===== src/rtl/regf_wb_arbiter_if.sv =====
// Writeback-port bundle between the pipeline, the MDU result path and the register file.
// Latency: none (wires only).
// Backpressure: mdu_ready throttles the MDU; pipe_stall holds the pipeline's writeback.
//
// Signals:
//   pipe_we / pipe_rd_s / pipe_rd_v      writeback-stage write request
//   mdu_valid / mdu_rd_s / mdu_rd_v      MDU result offer, accepted with mdu_ready
//   pipe_stall                           writeback slot taken by the MDU buffer this cycle
//   wr_en / rd_s / rd_v                  register-file write port
// Modports: slave = arbiter side, master = pipeline/MDU/regfile side.
interface regf_wb_arbiter_if;
  logic        pipe_we;
  logic [4:0]  pipe_rd_s;
  logic [31:0] pipe_rd_v;
  logic        mdu_valid;
  logic [4:0]  mdu_rd_s;
  logic [31:0] mdu_rd_v;
  logic        mdu_ready;
  logic        pipe_stall;
  logic        wr_en;
  logic [4:0]  rd_s;
  logic [31:0] rd_v;

  modport slave (
    input  pipe_we, pipe_rd_s, pipe_rd_v,
    input  mdu_valid, mdu_rd_s, mdu_rd_v,
    output mdu_ready, pipe_stall,
    output wr_en, rd_s, rd_v
  );

  modport master (
    output pipe_we, pipe_rd_s, pipe_rd_v,
    output mdu_valid, mdu_rd_s, mdu_rd_v,
    input  mdu_ready, pipe_stall,
    input  wr_en, rd_s, rd_v
  );
endinterface


===== src/rtl/regf_wb_arbiter.sv =====
// Arbitrates the single register-file write port between the pipeline and buffered MDU results.
// Latency: pipeline writes 0 cycles; MDU results >= 1 cycle (0 with WB_ARB_BYPASS_EN when idle).
// Backpressure: mdu_ready low when the buffer is full; pipe_stall for one cycle when a result starves.
//
// Ports: clk, rst (async active-high), bus (regf_wb_arbiter_if.slave).
// Parameters: DEPTH (buffer entries, power of two >= 2), STARVE_LIMIT (wait cycles before a forced stall).
// Optional feature: define WB_ARB_BYPASS_EN to let an MDU result write straight through when the
// buffer is empty and the pipeline is not writing.
module regf_wb_arbiter #(
  parameter int DEPTH        = 2,
  parameter int STARVE_LIMIT = 4
) (
  input  logic             clk,
  input  logic             rst,
  regf_wb_arbiter_if.slave bus
);

  localparam int PTR_W = (DEPTH > 1) ? $clog2(DEPTH) : 1;
  localparam int CNT_W = $clog2(DEPTH + 1);
  localparam int STV_W = $clog2(STARVE_LIMIT + 1);
  localparam logic [CNT_W-1:0] FULL_CNT = CNT_W'(DEPTH);
  localparam logic [STV_W-1:0] STV_MAX  = STV_W'(STARVE_LIMIT);

  typedef enum logic {
    ST_PIPE  = 1'b0,
    ST_FORCE = 1'b1
  } state_t;

  state_t           state_q, state_d;
  logic [PTR_W-1:0] head_q, head_d;
  logic [PTR_W-1:0] tail_q, tail_d;
  logic [CNT_W-1:0] count_q, count_d;
  logic [STV_W-1:0] starve_cnt_q, starve_cnt_d;
  logic [DEPTH-1:0] live_q, live_d;
  logic [4:0]       ent_rd_s_q [DEPTH];
  logic [4:0]       ent_rd_s_d [DEPTH];
  logic [31:0]      ent_rd_v_q [DEPTH];
  logic [31:0]      ent_rd_v_d [DEPTH];

  logic        fifo_empty;
  logic        fifo_full;
  logic        accept_ok;
  logic        pipe_wr;
  logic        force_drain;
  logic        kill;
  logic        drain;
  logic        enq;
  logic        bypass;
  logic        head_live;
  logic [4:0]  head_rd_s;
  logic [31:0] head_rd_v;

  logic        wr_en_c;
  logic [4:0]  rd_s_c;
  logic [31:0] rd_v_c;

  assign fifo_empty = (count_q == '0);
  assign fifo_full  = (count_q == FULL_CNT);
  // Registered count only: a dequeue in the same cycle does not reopen a full buffer.
  assign accept_ok  = !rst && !fifo_full;

  // A pipeline write to x0 is a no-op and never claims the port.
  assign pipe_wr     = bus.pipe_we && (bus.pipe_rd_s != 5'd0);
  assign force_drain = (state_q == ST_FORCE);
  // Only a write that actually lands (not stalled) makes older buffered results stale.
  assign kill        = pipe_wr && !force_drain;
  assign drain       = !fifo_empty && (force_drain || !pipe_wr);

  assign head_live = live_q[head_q];
  assign head_rd_s = ent_rd_s_q[head_q];
  assign head_rd_v = ent_rd_v_q[head_q];

`ifdef WB_ARB_BYPASS_EN
  assign bypass = fifo_empty && bus.mdu_valid && (bus.mdu_rd_s != 5'd0) && !pipe_wr && accept_ok;
`else
  assign bypass = 1'b0;
`endif

  // Results to x0 are handshaken but never stored.
  assign enq = bus.mdu_valid && accept_ok && (bus.mdu_rd_s != 5'd0) && !bypass;

  // Write-port mux. drain already excludes the case where the pipeline owns the port in PIPE.
  always_comb begin
    wr_en_c = 1'b0;
    rd_s_c  = 5'd0;
    rd_v_c  = 32'd0;
    if (!rst) begin
      if (drain) begin
        // A killed head is popped silently.
        if (head_live) begin
          wr_en_c = 1'b1;
          rd_s_c  = head_rd_s;
          rd_v_c  = head_rd_v;
        end
      end else if (pipe_wr) begin
        wr_en_c = 1'b1;
        rd_s_c  = bus.pipe_rd_s;
        rd_v_c  = bus.pipe_rd_v;
      end else if (bypass) begin
        wr_en_c = 1'b1;
        rd_s_c  = bus.mdu_rd_s;
        rd_v_c  = bus.mdu_rd_v;
      end
    end
  end

  assign bus.wr_en      = wr_en_c;
  assign bus.rd_s       = rd_s_c;
  assign bus.rd_v       = rd_v_c;
  assign bus.pipe_stall = !rst && force_drain;
  assign bus.mdu_ready  = accept_ok;

  always_comb begin
    head_d       = head_q;
    tail_d       = tail_q;
    count_d      = count_q;
    live_d       = live_q;
    ent_rd_s_d   = ent_rd_s_q;
    ent_rd_v_d   = ent_rd_v_q;
    starve_cnt_d = starve_cnt_q;
    state_d      = state_q;

    if (kill) begin
      for (int i = 0; i < DEPTH; i++) begin
        if (ent_rd_s_q[i] == bus.pipe_rd_s) begin
          live_d[i] = 1'b0;
        end
      end
    end

    if (drain) begin
      live_d[head_q] = 1'b0;
      head_d         = head_q + PTR_W'(1);
    end

    // Enqueue cannot alias the draining slot: it needs a non-full buffer, and the
    // head only drains from a non-empty one, so tail != head whenever both happen.
    if (enq) begin
      ent_rd_s_d[tail_q] = bus.mdu_rd_s;
      ent_rd_v_d[tail_q] = bus.mdu_rd_v;
      live_d[tail_q]     = !(kill && (bus.mdu_rd_s == bus.pipe_rd_s));
      tail_d             = tail_q + PTR_W'(1);
    end

    case ({enq, drain})
      2'b10:   count_d = count_q + CNT_W'(1);
      2'b01:   count_d = count_q - CNT_W'(1);
      default: count_d = count_q;
    endcase

    if (fifo_empty || drain) begin
      starve_cnt_d = '0;
    end else if (starve_cnt_q != STV_MAX) begin
      starve_cnt_d = starve_cnt_q + STV_W'(1);
    end

    // Entering FORCE on the cycle the counter reaches the limit puts the stall exactly
    // STARVE_LIMIT+1 cycles after the enqueue; FORCE always drains, so it lasts one cycle.
    if (force_drain) begin
      state_d = ST_PIPE;
    end else if (starve_cnt_d == STV_MAX) begin
      state_d = ST_FORCE;
    end else begin
      state_d = ST_PIPE;
    end
  end

  always_ff @(posedge clk or posedge rst) begin
    if (rst) begin
      state_q      <= ST_PIPE;
      head_q       <= '0;
      tail_q       <= '0;
      count_q      <= '0;
      starve_cnt_q <= '0;
      live_q       <= '0;
    end else begin
      state_q      <= state_d;
      head_q       <= head_d;
      tail_q       <= tail_d;
      count_q      <= count_d;
      starve_cnt_q <= starve_cnt_d;
      live_q       <= live_d;
    end
  end

  // Payload storage needs no reset: live bits and count gate every use of it.
  always_ff @(posedge clk) begin
    ent_rd_s_q <= ent_rd_s_d;
    ent_rd_v_q <= ent_rd_v_d;
  end

endmodule


===== src/flat_wrapper.sv =====
// flat-port wrapper written by rule: the top's interface ports become plain ports
module regf_wb_arbiter_flat 
#(
  parameter int DEPTH        = 2,
  parameter int STARVE_LIMIT = 4
)
  (clk, rst, bus_pipe_we, bus_pipe_rd_s, bus_pipe_rd_v, bus_mdu_valid, bus_mdu_rd_s, bus_mdu_rd_v, bus_mdu_ready, bus_pipe_stall, bus_wr_en, bus_rd_s, bus_rd_v);
  regf_wb_arbiter_if bus_i ();
  input  logic clk;
  input  logic rst;
  input wire logic [$bits(bus_i.pipe_we)-1:0] bus_pipe_we;
  input wire logic [$bits(bus_i.pipe_rd_s)-1:0] bus_pipe_rd_s;
  input wire logic [$bits(bus_i.pipe_rd_v)-1:0] bus_pipe_rd_v;
  input wire logic [$bits(bus_i.mdu_valid)-1:0] bus_mdu_valid;
  input wire logic [$bits(bus_i.mdu_rd_s)-1:0] bus_mdu_rd_s;
  input wire logic [$bits(bus_i.mdu_rd_v)-1:0] bus_mdu_rd_v;
  output wire logic [$bits(bus_i.mdu_ready)-1:0] bus_mdu_ready;
  output wire logic [$bits(bus_i.pipe_stall)-1:0] bus_pipe_stall;
  output wire logic [$bits(bus_i.wr_en)-1:0] bus_wr_en;
  output wire logic [$bits(bus_i.rd_s)-1:0] bus_rd_s;
  output wire logic [$bits(bus_i.rd_v)-1:0] bus_rd_v;
  assign bus_i.pipe_we = bus_pipe_we;
  assign bus_i.pipe_rd_s = bus_pipe_rd_s;
  assign bus_i.pipe_rd_v = bus_pipe_rd_v;
  assign bus_i.mdu_valid = bus_mdu_valid;
  assign bus_i.mdu_rd_s = bus_mdu_rd_s;
  assign bus_i.mdu_rd_v = bus_mdu_rd_v;
  assign bus_mdu_ready = bus_i.mdu_ready;
  assign bus_pipe_stall = bus_i.pipe_stall;
  assign bus_wr_en = bus_i.wr_en;
  assign bus_rd_s = bus_i.rd_s;
  assign bus_rd_v = bus_i.rd_v;
  regf_wb_arbiter #(.DEPTH(DEPTH), .STARVE_LIMIT(STARVE_LIMIT)) u_core (.clk(clk), .rst(rst), .bus(bus_i));
endmodule

===== config.mk =====
export PLATFORM = sky130hd
export DESIGN_NAME = regf_wb_arbiter_flat
export DESIGN_NICKNAME = d
export VERILOG_FILES = /design/src/rtl/regf_wb_arbiter_if.sv /design/src/rtl/regf_wb_arbiter.sv /design/src/flat_wrapper.sv
export SDC_FILE = /design/constraint.sdc
export NUM_CORES = 1
export LEC_CHECK = 0
export CAP_MARGIN = 20
export CELL_PAD_IN_SITES_DETAIL_PLACEMENT = 1
export CELL_PAD_IN_SITES_GLOBAL_PLACEMENT = 1
export CORE_MARGIN = 4
export CORE_UTILIZATION = 30
export CTS_CLUSTER_SIZE = 10
export DETAILED_ROUTE_END_ITERATION = 8
export MAX_ROUTING_LAYER = met4
export PLACE_DENSITY_LB_ADDON = 0.1
export SLEW_MARGIN = 20
export SYNTH_ARGS = -nofsm -noshare
export SYNTH_HDL_FRONTEND = slang
export SYNTH_SLANG_ARGS = --single-unit
export TNS_END_PERCENT = 1

===== constraint.sdc =====
create_clock -name clk -period 2.5 [get_ports clk]
set_input_delay 0.25 -clock clk [delete_from_list [all_inputs] [get_ports clk]]
set_output_delay 0.25 -clock clk [all_outputs]
set_load 0.1 [all_outputs]

==> impl_results.md, run 1 <==
* Total routed wirelength at between 10 and 15 mm
* Initial antenna violation count at 0
* Drt wl/cell at between 15 and 20 um
* Max-Cap Viols at 0
* Total gr overflow at 0
* Die W at around 120 um
* Vias per cell at just under 5
* Htree depth at 3
* Synth cell count leaders: edfxtp_1, nor2_1, a32oi_1, mux2_2
* Overall Global Routing Usage at 15.1%
* Share of cells above drive strength 1 at around 29%
* Critical path arrival at between 2 and 2.5 ns
* CP Capture Type: primary output
* GPL Wtd Cong at roughly 0.74
* Final nets at between 500 and 600
* Antenna cell count at 0
* Top-count cell post-synth: edfxtp_1
* Clk sink count at 84
* Worst skew pair latency at approximately 0.33 ns
* Port bufs at around 120
* I/O pins at ~120
* Area grow syn2layout at 55.4%
* Asr flop ratio synth at a little under an eighth
* Final Util at 47.6%
* Crit path kind: flop to primary output
* Cts hold-fix bufs at 0
* Fmax achieved at 0.415 GHz
* Netlist cell types at 34
* Slowest CP cell: dfrtp_2
* Tmin final at 2.41 ns
* CP max FO at 8
* Worst-path clk slew at roughly 0.060 ns
* Worst-margin pin slew at roughly 0.48 ns
* Syn nets at roughly 390
* Total core area at roughly 0.013 mm^2
* Number of synthesized register bits at 84
* CTS tree: yes
* Final hold vios at 0
* CP required at 2.25 ns
* Syn avg cell area at ~13 um^2
* Peak supply drop at approximately 0.38 mV
* CTS Buffer Depth at 2
* Final ANT Viol Nets at 0
* Initial DRC count at roughly 140
* Number of synthesis warnings at 0
* DIE AREA at roughly 0.015 mm^2
* Final slew viol count at 0
* Leak at ~2.2 nW
* Worst min path class: primary input to async pin
* Initial core utilization at between 30% and 40%
* Final period util at between 90% and 100%
* Height of the die at around 120 um
* Drt pass-1 iters at 4
* Final setup viols at 0
* PwrDens at slightly below 900 mW/mm^2
* Remaining DRCs at 0
* WHS at 0.387 ns
* Largest net degree at the start of global routing at 41
* Slew HR at between 60% and 70%
* Synth top area share at ~55%
* Total number of vias at about 3000
* Worst Skew at around 0.0042 ns
* Clk root buf: clkbuf_16
* Synth Cell Area at 0.00404 mm^2
* Reg2Reg Depth at 5
* Yosys top cell by area: edfxtp_1
* Startpoint Class: flop
* Vias in the first global route at 3260
* Row cnt at 42
* Setup TNS at 0 ns
* Status: complete, no violations
* Synth top area cells: edfxtp_1, mux2_2, a32oi_1, dfrtp_1, nor2_1
* Top_reg_cell synth: edfxtp_1
* Cell count after synthesis at 305
* First-pass GRT wire length at approximately 17 mm
* FILL cells at roughly 1300
* Register area share after synthesis at about three fifths
* Num CTS Buffers at 9
* CP peak stage delay at 0.44 ns
* Number of synthesized flops with an enable pin at between 70 and 80
* Hpwl dp at roughly 7.6 mm
* CP Cell Sequence: or2_4 > a221oi_4 > buf_6 > clkbuf_16 > a32oi_1 > nor2_1 > buf_12
==> power by group <==
group          switching [W]  internal, W  total, W
Sequential          0.000104      0.00176   0.00187
Clock               0.000480     0.000753   0.00123
Combinational        0.00148      0.00100   0.00248
==> final cells by class <==
type | instances | area [um^2] | share of cell area (%)
Clock buffer | 10 | 229 | 3.65
Tap cell | 176 | 220 | 3.51
Clock inverter | 4 | 42.5 | 0.678
Inverter | 10 | 37.5 | 0.598
Multi-Input combinational cell | 184 | 1460 | 23.3
Timing Repair Buffer | 141 | 1810 | 28.9
Sequential cell | 84 | 2470 | 39.4
==> flip-flops by register name, summed over array words and instances, names as in the netlist <==
| signal | flops |
|---|---|
| u_core.ent_rd_v_q | 64 |
| u_core.ent_rd_s_q | 10 |
| u_core.starve_cnt_q | 3 |
| u_core.count_q | 2 |
| u_core.live_q | 2 |
| u_core.force_drain | 1 |
| u_core.head_q | 1 |
| u_core.tail_q | 1 |
==> critical path: cells and delay by family, from the launching register on <==
| kind | cells | cell delay, ns |
|---|---|---|
| AO/OA/AOI/OAI | 2 | 0.33 |
| buffers and inverters | 3 | 0.57 |
| flip-flops | 1 | 0.44 |
| AND/OR/NAND/NOR | 2 | 0.49 |
==> what timing repair did <==
item | CTS | global route
resized for setup | 1 | 8
pin swaps | 0 | 3
buffers inserted | 0 | 1
endpoints found under the setup margin | 3 | 34
cloned | 0 | 3
==> through the flow <==
stage                     std cells  power, W  cell area [um^2]  worst slack [ns]
after global routing            609   0.00586              6280          -0.00458
after global placement          591   0.00435              5910            0.0877
after floorplan                 305   0.00347              4060            -0.436
final                           609   0.00558              6280            0.0920
after detailed placement        591   0.00438              5910            0.0714
after CTS                       605   0.00564              6190          -0.00982
==> layer usage <==
metal	global-route usage, %	vias up	share of wire (%)
met1	16.8	1466	42
met2	25.9	87	51
li1	-	1426	-
met4	5.34	0	1.6
met5	-	-	0
met3	4.18	13	5.5
==> placed cells by master, fill, tap and decap left out, drive strengths merged <==
master | netlist | routed
clkdlybuf4s50 | 0 | 76
edfxtp | 74 | 74
buf | 13 | 63
nor2 | 40 | 40
mux2 | 32 | 32
a32oi | 32 | 32
xnor2 | 13 | 13
clkbuf | 14 | 12
dfrtp | 10 | 10
inv | 10 | 8
xor2 | 8 | 8
a21oi | 8 | 8
mux2i | 7 | 7
nor3 | 7 | 7
or4 | 5 | 5
o211ai | 5 | 5
clkinv | 0 | 5
nand3 | 4 | 4
nor4 | 3 | 3
ha | 3 | 3
nand2 | 2 | 2
nand4 | 2 | 2
a41o | 2 | 2
o32ai | 2 | 2
nor2b | 2 | 2
a211oi | 1 | 1
a211o | 1 | 1
or2 | 1 | 1
a221oi | 1 | 1
nand3b | 1 | 1
o21ai | 1 | 1
and3 | 1 | 1
bufinv | 0 | 1
==> logic make-up (layout without fill, tap and decap cells) <==
logic type / Yosys count / after routing / share of synthesized area (%)
flip-flops: 84 / 84 / 61.2
AND/OR/NAND/NOR: 68 / 68 / 8.05
AO/OA/AOI/OAI: 53 / 53 / 10.7
multiplexers: 39 / 39 / 10.7
buffers and inverters: 37 / 165 / 3.93
XOR/XNOR: 21 / 21 / 4.55
adder cells (fa/ha/maj): 3 / 3 / 0.929
==> path summary, 6_finish.rpt <==
check	from	end	slack, ns
setup / recovery	u_core.count_q[0]	bus_rd_v[4]	0.09
hold / removal	rst	u_core.count_q[1]	0.39
setup reg to reg	u_core.count_q[0]	u_core.ent_rd_v_q[39]	0.82
hold reg to reg	u_core.count_q[0]	u_core.count_q[0]	0.53
max in group asynchronous	rst	u_core.head_q	1.79
min in group clk	bus_mdu_rd_v[28]	u_core.ent_rd_v_q[28]	0.50
Note: power is estimated with default switching activity, not from simulation.
==> run 2, diff against run 1 <==
- CTS_BUF_LIST: unset -> sky130_fd_sc_hd__clkbuf_4 sky130_fd_sc_hd__clkbuf_8
==> run 2 against run 1 <==
Clock power is 27% lower. Worst setup slack improved by 0.00054 ns. First-iteration DRC count is 19% lower. Highest routed layer unchanged. Via count fell by 1.0%. Die area unchanged. Combinational power is 2% higher. Cell area decreased by 1.3%. Sequential power hardly changed. Power down 5.5%. Hold slack lost 0.0084 ns. Maximum frequency is essentially flat.
==> impl_results.md, run 2 (synthesis gave the netlist of run 1 again) <==
* WP buf/inv at 3 (unchanged)
* Reg2Reg Depth at 6 (+1)
* Row cnt at 42 (unchanged)
* Total core area at 0.0132 mm^2 (unchanged)
* FF-to-FF End: u_core.ent_rd_v_q[39]
* Hpwl dp at 7.64 mm (unchanged)
* Tmin final at 2.41 ns (-0.000542 ns)
* Commonest non-fill, non-tap cell in the layout: clkdlybuf4s50_1
* CP max FO at 16 (+8)
* I/O pins at 118 (unchanged)
* Worst min path class: primary input to async pin
* Flop pwr share at 35.1% (+1.7 points)
* Antenna cell count at 0 (unchanged)
* Worst-margin pin slew at 0.434 ns (-0.0428 ns)
* CP peak stage delay at 0.38 ns (-0.06 ns)
* First-pass GRT wire length at 17.3 mm (+1.5%)
* Crit path kind: flop to primary output
* Clk root buf: clkbuf_8
* Place WS at 0.0714 ns (unchanged)
* Combinational share of power at 48.0% (+3.5 points)
* Drt wl/cell at 18.6 um (-1.7%)
* CTS Buffer Depth at 2 (unchanged)
* Vias in the first global route at 3227 (-1.0%)
* Reg-to-reg slack, setup at 0.76 ns (-0.06 ns)
* CP required at 2.25 ns (about the same)
* Slew HR at 71.1% (+3.7 points)
* Height of the die at 124 um (unchanged)
* CTS tree: yes
* Final period util at 96.3% (about the same)
* PwrDens at 851 mW/mm^2 (-4.3%)
* Total number of vias at 2961 (-1.0%)
* Pint at 0.00324 W (-7.9%)
* Register name with the most flops: u_core.ent_rd_v_q
* Crit-path most repeated cell: buf_12
* Worst skew pair latency at 0.35 ns (+0.02 ns)
* GPL Wtd Cong at 0.739 (unchanged)
* Final slew viol count at 0 (unchanged)
* Critical path arrival at 2.16 ns (about the same)
* Drt pass-1 iters at 4 (unchanged)
* Initial antenna violation count at 0 (unchanged)
* Total routed wirelength at 11.3 mm (-1.6%)
* CP Cell Sequence: or2_4 > a221oi_4 > buf_12 > buf_16 > a32oi_1 > nor2_1 > buf_12
* Initial DRC count at 109 (-19%)
* Num CTS Buffers at 9 (unchanged)
* CP top delay family: buffers and inverters
* Largest net degree at the start of global routing at 41 (unchanged)
* Overall Global Routing Usage at 15.3% (+0.28 points)
* CP Capture Type: primary output
* Slowest CP cell: dfrtp_1
* Final Util at 47.0% (-0.63 points)
* Max-Cap Viols at 0 (unchanged)
* Peak supply drop at 0.378 mV (about the same)
* Fmax achieved at 0.415 GHz (about the same)
* Largest registers: u_core.ent_rd_v_q (64), u_core.ent_rd_s_q (10), u_core.starve_cnt_q (3)
* Final ANT Viol Nets at 0 (unchanged)
* Htree depth at 3 (unchanged)
* Final hold vios at 0 (unchanged)
* Total gr overflow at 0 (unchanged)
* Max reg flops at 64 (unchanged)
* Vias per cell at 4.85 (-1.2%)
* P_sw at 0.00203 W (-1.5%)
* Final setup viols at 0 (unchanged)
* Most frequent cells in the layout: clkdlybuf4s50_1, edfxtp_1, buf_12, nor2_1
* Final nets at 512 (+0.20%)
* Clk sink count at 84 (unchanged)
* Leak at 2.17 nW (-1.6%)
* Sw frac at 38.6% (+1.6 points)
* Area grow syn2layout at 53.4%
* Remaining DRCs at 0 (unchanged)
* Cts hold-fix bufs at 0 (unchanged)
* DIE AREA at 0.0154 mm^2 (unchanged)
* Port bufs at 117 (unchanged)
* Startpoint Class: flop
* Initial core utilization at 30.6% (unchanged)
* Worst-path clk slew at 0.07 ns (about the same)
* Worst Skew at 0.00632 ns (+0.00210 ns)
* Worst setup margin at 0.0926 ns (+0.000542 ns)
* Power share of the clock group at 16.9% (-5.2 points)
* Die W at 124 um (unchanged)
* Reg2Reg Launch Point: u_core.count_q[0]
* Share of cells above drive strength 1 at 29.0% (+0.16 points)
* Status: complete, no violations
==> run 2: worst max path at each step <==
stage	depth (start not counted)	slack [ns]	end	from
2_1_floorplan	5	-0.44	bus_rd_s[4]	bus_pipe_rd_s[1]
3_3_place_gp	7	0.09	bus_rd_s[4]	bus_pipe_rd_s[4]
3_5_place_dp	7	0.07	bus_rd_s[4]	bus_pipe_rd_s[4]
4_1_cts	7	0.01	bus_rd_v[8]	u_core.count_q[0]
5_1_grt	7	-0.02	bus_rd_v[21]	u_core.count_q[1]
6_report	7	0.09	bus_rd_v[21]	u_core.count_q[1]
==> run 2: stage by stage <==
step / TNS, ns / cell area, um^2 / total power, W / hold slack (ns) / std cells
after floorplan: -41.47 / 4060 / 0.00347 / 0.349 / 305
after global placement: 0 / 5910 / 0.00435 / 0.519 / 591
after detailed placement: 0 / 5910 / 0.00438 / 0.525 / 591
after CTS: 0 / 6150 / 0.00533 / 0.362 / 609
after global routing: -0.0223 / 6200 / 0.00555 / 0.423 / 610
final: 0 / 6200 / 0.00527 / 0.378 / 610
==> run 2: power by group through the flow <==
stage	combinational (W)	sequential, W	clock (W)
CTS	0.00255	0.00185	0.000938
floorplan	0.00160	0.00186	0
detailed placement	0.00249	0.00189	0
global route	0.00268	0.00187	0.000997
global placement	0.00247	0.00188	0
finish	0.00253	0.00185	0.000894
==> run 2: layout make-up <==
type | count | area (um^2)
tap | 176 | 220
fill | 1351 | 6990
clock inverter | 4 | 42.5
sequential | 84 | 2470
timing repair buffer | 142 | 1830
clock buffer | 10 | 131
multi-input combinational | 184 | 1460
inverter | 10 | 37.5
==> run 2: tightest hold or removal path, cell delays in order <==
cell	delay [ns]
buf_2	0.20
buf_4	0.30
inv_1	0.38
==> run 2: metal layers <==
layer	vias to the layer above	global-route usage, %	share of wire, %
met5	-	-	0
met4	0	5.27	1.4
met3	11	4.18	5.1
met2	81	25.7	50
met1	1444	17.8	43
li1	1425	-	-
==> run 2: repair_timing <==
| item | in CTS | in global routing |
|---|---|---|
| gates resized for setup | 1 | 7 |
| pin swaps | 3 | 4 |
| cloned | 1 | 1 |
| setup endpoints to repair | 32 | 34 |
| setup buffers | 3 | 0 |
